## src/rtl/m706_pkg.sv

```systemverilog
// Shared definitions for the m706 serial keyboard receiver.
// Holds the receive FSM encoding and the default device code / oversample ratio.
// No logic lives here.
package m706_pkg;

  // Receive FSM states
  typedef enum logic [1:0] {
    ST_IDLE  = 2'd0,
    ST_START = 2'd1,
    ST_DATA  = 2'd2,
    ST_STOP  = 2'd3
  } state_t;

  localparam logic [5:0] DEV_CODE_KBD   = 6'o03;
  localparam int         OVERSAMPLE_DEF = 8;

endpackage

```

## src/rtl/m706_line.sv

```systemverilog
// Two-flop synchroniser for the asynchronous serial line.
// Latency: 2 clk. Resets to mark (1) so a reset never looks like a start bit.
// No backpressure; free-running.
module line_sync (
  input  logic clk,
  input  logic clr_n,
  input  logic d,
  output logic q
);

  logic meta;

  // Double-register the line; both stages idle at mark
  always_ff @(posedge clk) begin
    if (!clr_n) begin
      meta <= 1'b1;
      q    <= 1'b1;
    end else begin
      meta <= d;
      q    <= meta;
    end
  end

endmodule

```

## src/rtl/m706.sv

```systemverilog
// Oversampled async serial receiver with PDP-8 style IOT interface (KSF/KCC/KRS/KRB).
// Latency: flag rises on the clk of the stop-bit sample; IOT outputs are combinational.
// No backpressure: an unread character is overwritten by the next one (flag stays set).
module m706
  import m706_pkg::*;
#(
  parameter logic [5:0] DEV_CODE   = DEV_CODE_KBD,
  parameter int         OVERSAMPLE = OVERSAMPLE_DEF
) (
  input  logic       clk,
  input  logic       clr_n,
  input  logic       tick_en,
  input  logic       line_in,
  input  logic       iot,
  input  logic [5:0] mb_dev,
  input  logic       iop1,
  input  logic       iop2,
  input  logic       iop4,
  output logic [7:0] data_out,
  output logic       skip,
  output logic       ac_clear,
  output logic       flag,
  output logic       active,
  output logic       ferr
);

  localparam int            PW      = $clog2(OVERSAMPLE);
  localparam logic [PW-1:0] PH_MID  = PW'(OVERSAMPLE / 2 - 1);
  localparam logic [PW-1:0] PH_LAST = PW'(OVERSAMPLE - 1);

  state_t        state, state_nxt;
  logic [PW-1:0] phase;
  logic [2:0]    bit_cnt;
  logic [7:0]    shreg;
  logic [7:0]    hold_buf;
  logic          rx;
  logic          dev_sel;
  logic          stop_smp;
  logic          kcc;

  line_sync u_sync (
    .clk   (clk),
    .clr_n (clr_n),
    .d     (line_in),
    .q     (rx)
  );

  assign dev_sel  = iot & (mb_dev == DEV_CODE);
  assign kcc      = dev_sel & iop2;
  assign stop_smp = tick_en && (state == ST_STOP) && (phase == PH_LAST);

  // FSM state register
  always_ff @(posedge clk) begin
    if (!clr_n) state <= ST_IDLE;
    else        state <= state_nxt;
  end

  // Next-state: only tick clocks move the FSM; start is re-checked at mid start bit
  always_comb begin
    state_nxt = state;
    if (tick_en) begin
      case (state)
        ST_IDLE:  if (!rx) state_nxt = ST_START;
        ST_START: if (phase == PH_MID) state_nxt = rx ? ST_IDLE : ST_DATA;
        ST_DATA:  if (phase == PH_LAST && bit_cnt == 3'd7) state_nxt = ST_STOP;
        ST_STOP:  if (phase == PH_LAST) state_nxt = ST_IDLE;
        default:  state_nxt = ST_IDLE;
      endcase
    end
  end

  // Outputs: status from state, IOT responses decoded combinationally
  always_comb begin
    active   = (state != ST_IDLE);
    skip     = dev_sel & iop1 & flag;
    ac_clear = kcc;
    data_out = (dev_sel & iop4) ? hold_buf : 8'h00;
  end

  // Phase/bit counters, shift register and holding buffer; frozen between ticks
  always_ff @(posedge clk) begin
    if (!clr_n) begin
      phase    <= '0;
      bit_cnt  <= '0;
      shreg    <= '0;
      hold_buf <= '0;
    end else if (tick_en) begin
      case (state)
        ST_IDLE: begin
          phase   <= '0;
          bit_cnt <= '0;
        end
        ST_START: begin
          if (phase == PH_MID) begin
            phase   <= '0;
            bit_cnt <= '0;
          end else begin
            phase <= phase + 1'b1;
          end
        end
        ST_DATA: begin
          phase <= phase + 1'b1;
          if (phase == PH_LAST) begin
            shreg   <= {rx, shreg[7:1]};
            bit_cnt <= bit_cnt + 1'b1;
          end
        end
        ST_STOP: begin
          phase <= phase + 1'b1;
          if (phase == PH_LAST) hold_buf <= shreg;
        end
        default: phase <= '0;
      endcase
    end
  end

  // Flag and framing error: a completing character beats a same-clk KCC
  always_ff @(posedge clk) begin
    if (!clr_n) begin
      flag <= 1'b0;
      ferr <= 1'b0;
    end else if (stop_smp) begin
      flag <= 1'b1;
      ferr <= ~rx;
    end else if (kcc) begin
      flag <= 1'b0;
      ferr <= 1'b0;
    end
  end

endmodule

```

## config.mk

```make
export PLATFORM = sky130hd
export DESIGN_NAME = m706
export DESIGN_NICKNAME = d
export VERILOG_FILES = /design/src/rtl/m706_pkg.sv /design/src/rtl/m706_line.sv /design/src/rtl/m706.sv
export SDC_FILE = /design/constraint.sdc
export NUM_CORES = 1
export LEC_CHECK = 0
export CAP_MARGIN = 0
export CORE_MARGIN = 3
export CORE_UTILIZATION = 35
export DETAILED_ROUTE_END_ITERATION = 8
export GPL_TIMING_DRIVEN = 0
export PLACE_DENSITY = 0.58
export SLEW_MARGIN = 30
export SYNTH_ARGS = -nofsm -noshare
export SYNTH_HDL_FRONTEND = slang
export SYNTH_HIERARCHICAL = 1
export SYNTH_SLANG_ARGS = --single-unit
export TNS_END_PERCENT = 50
```

## constraint.sdc

```tcl
create_clock -name clk -period 2 [get_ports clk]
set_clock_uncertainty 0.15 [all_clocks]
set_input_delay 0.2 -clock clk [delete_from_list [all_inputs] [get_ports clk]]
set_output_delay 0.2 -clock clk [all_outputs]
set_load 0.03 [all_outputs]
```

==> impl_metrics.yaml <==
place:
  dp_slack_ns: -0.728
  io_buffers: 26
  dpl.cell_count: 223
  place_area_um2: 1630
  dp_hpwl_um: 1980
  place_congestion: 0.755
min_path:
  hp-class: "reg2reg"
  hp-start: "u_sync/meta"
  hold_path_depth: 1
  whs_endpoint: "u_sync/q"
power_and_ir_drop:
  leakage_nw: 0.689
  power_density_nw_per_um2: 572
  ir_worst_vdd_mv: 0.259
global_route:
  met3_usage_pct: 2.50
  grt_max_degree: 16
  grt_overflow: 0
  antenna_found_initial: 0
  grt_pass1_vias: 1081
  grt.busiest_layer: "met2"
  grt_usage_pct: 13.2
  grtUsageMet1_pct: 15.5
  grt_pass1_wl_um: 4640
  met2_usage_pct: 23.8
clocking:
  insertion_delay_ns: 0.27
  cts_hold_buf: 0
  ctsLongestPathBuffers: 2
  clk_pin_slew_ns: 0.09
  cts_tree: "built"
  cts_buffers: 3
  h-tree-depth: 1
  cts_sinks: 28
  cts_root_buffer: "clkbuf_8"
cells_and_area:
  final.fill_count: 341
  nNetsFinal: 204
  fin_cells: 229
  mostFrequentLayoutCell: "nand2_1"
  diodes: 0
  syn_to_final_growth_pct: 30.4
  layout_common_cells: "nand2_1 (41), dfxtp_1 (28), a21boi_0 (16)"
  drive_gt1_share_pct: 20.8
  finalInstanceArea_um2: 1720
logic_synthesis:
  yosysSeqAreaShare_pct: 42.6
  synth-seq-cells: 28
  netlist_instances: 151
  netlist_area_um2: 1320
  yosys-top-cells-area: "dfxtp_1 (43%), nand2_1 (12%), a21boi_0 (9.1%), ha_1 (5.7%), and3_2 (5.1%)"
  synth_cell_types: 33
  synth_nets: 171
  synth.avg_cell_area_um2: 8.72
  yosys.area.top_type: "dfxtp_1"
  yosysWarnings: 6
  yosys.area.top_type_share_pct: 42.6
sta:
  setup_slack_ns: 0.0663
  setup_viol: 0
  rsz0062_at_grt: "yes"
  drv_slew: 0
  fmax_ghz: 0.517
  hold_viol: 0
  fin_crit_ns: 1.93
  maxSlewHeadroom_pct: 71.0
  whs_ns: 0.267
  fin_crit_sh_pct: 96.7
  worst_pin_slew_ns: 0.433
detailed_routing:
  vias_per_cell: 4.78
  wire_per_inst_um: 11.5
  dr.pass1.iters: 4
  drt_iter0_drc: 21
  antenna_left: 0
  vias: 1095
  drc: 0
  wl_um: 2640
floorplan:
  dieWidth_um: 67.3
  initial_utilization_pct: 38.0
  die_y_um: 67.3
  dieArea_um2: 4530
  rows: 21
  coreArea_um2: 3470
  io-pin-count: 27
critical_path:
  rr_startpoint: "phase[0]"
  reg2reg_slack_ns: 0.21
  r2r_end: "shreg[4]"
  crit_chain: "dlygate4sd2_1, or4b_4, nor3_4, and3_4, buf_6"
  required_ns: 1.65
  cp-end-kind: "output pin"
  reg2reg_depth: 7
  slowest_delay_ns: 0.58
  cp_max_fo: 5
  worstPathArrival_ns: 1.58
  critical-path-slowest-cell: "or4b_4"
  cp-start-kind: "primary input"
  worst-setup-path-type: "in2out"
job:
  drv_cap: 0
status:
  status: "finished clean"
worst max-delay path by stage:
| stage | to | from | slack (ns) | depth (start not counted) |
|---|---|---|---|---|
| after detailed placement | data_out[3] | mb_dev[2] | -0.73 | 5 |
| after global routing | data_out[3] | mb_dev[5] | -0.003 | 5 |
| after floorplan | bit_cnt[0] | phase[0] | 0.30 | 5 |
| final | data_out[3] | mb_dev[5] | 0.07 | 5 |
| after CTS | data_out[3] | mb_dev[5] | 0.05 | 5 |
| after global placement | ac_clear | mb_dev[2] | -0.69 | 5 |
sequential cells by signal (all words and copies together) (netlist names), named ones only:
register / cells
bit_cnt: 3
ferr: 1
flag: 1
hold_buf: 8
phase: 3
shreg: 8
state: 1
u_sync/meta: 1
u_sync/q: 1
per-stage QoR:
step                      setup TNS, ns  power [W]  utilization, %
after floorplan                       0   0.000617               -
after global placement            -6.80   0.000655            47.1
after detailed placement          -7.19   0.000657            47.1
after CTS                             0    0.00100            49.4
after global routing           -0.00344    0.00103            49.5
final                                 0   0.000982            49.5
kinds of logic (layout without fill, tap and decap cells):
logic type / Yosys count / count (layout) / synth area share [%]
buf+inv: 11 / 42 / 3.52
compound gates: 28 / 28 / 16.1
mux: 3 / 3 / 2.28
flops: 28 / 28 / 42.6
fa+ha+maj: 6 / 6 / 5.70
simple gates: 75 / 76 / 29.8
per-layer routing:
| layer | wire, um | vias to the layer above |
|---|---|---|
| met2 | 1260 | 25 |
| li1 | - | 581 |
| met4 | 19 | 0 |
| met5 | 0 | - |
| met1 | 1170 | 487 |
| met3 | 191 | 2 |
cells in the mapped netlist:
cell type,number
a21boi_0,16
a21oi_1,2
a32oi_1,1
and2_0,1
and2_1,1
and2_4,1
and3_1,1
and3_2,9
buf_2,4
clkbuf_1,3
dfxtp_1,28
ha_1,6
inv_1,4
mux2i_1,3
nand2_1,41
nand2b_1,3
nand3_1,5
nand3b_1,1
nand4_1,1
nor2_1,1
nor2b_1,4
nor3_1,1
nor3_4,1
nor3b_1,1
o211a_1,2
o21a_1,2
o21ai_0,2
o21ai_2,1
o22ai_1,1
o22ai_2,1
or2_2,1
or3b_2,1
or4b_4,1
timing repair:
action                     in CTS  in global routing
resized for setup              74                  3
hold endpoints to repair        0                  0
setup endpoints to repair      11                 11
setup buffers                   1                  0
cloned                          1                  0
pin swaps                       4                  0
worst max-delay path, delay by kind of cell:
kind | cells | cell delay (ns)
and+or+nand+nor | 3 | 1.03
buffers and inverters | 2 | 0.35
power breakdown:
group,internal (W),switching [W]
Sequential,0.000562,0.00000322
Clock,0.000176,0.000163
Combinational,0.0000401,0.0000376
Total,0.000778,0.000204
layout make-up:
| type | count | area, um^2 | area share, % |
|---|---|---|---|
| Sequential cell | 28 | 561 | 32.7 |
| Tap cell | 46 | 57.6 | 3.35 |
| Multi-Input combinational cell | 113 | 746 | 43.4 |
| Buffer | 7 | 31.3 | 1.82 |
| Timing Repair Buffer | 27 | 251 | 14.7 |
| Inverter | 4 | 15.0 | 0.875 |
| Clock buffer | 4 | 55.1 | 3.21 |
Note: power is estimated with default switching activity, not from simulation.
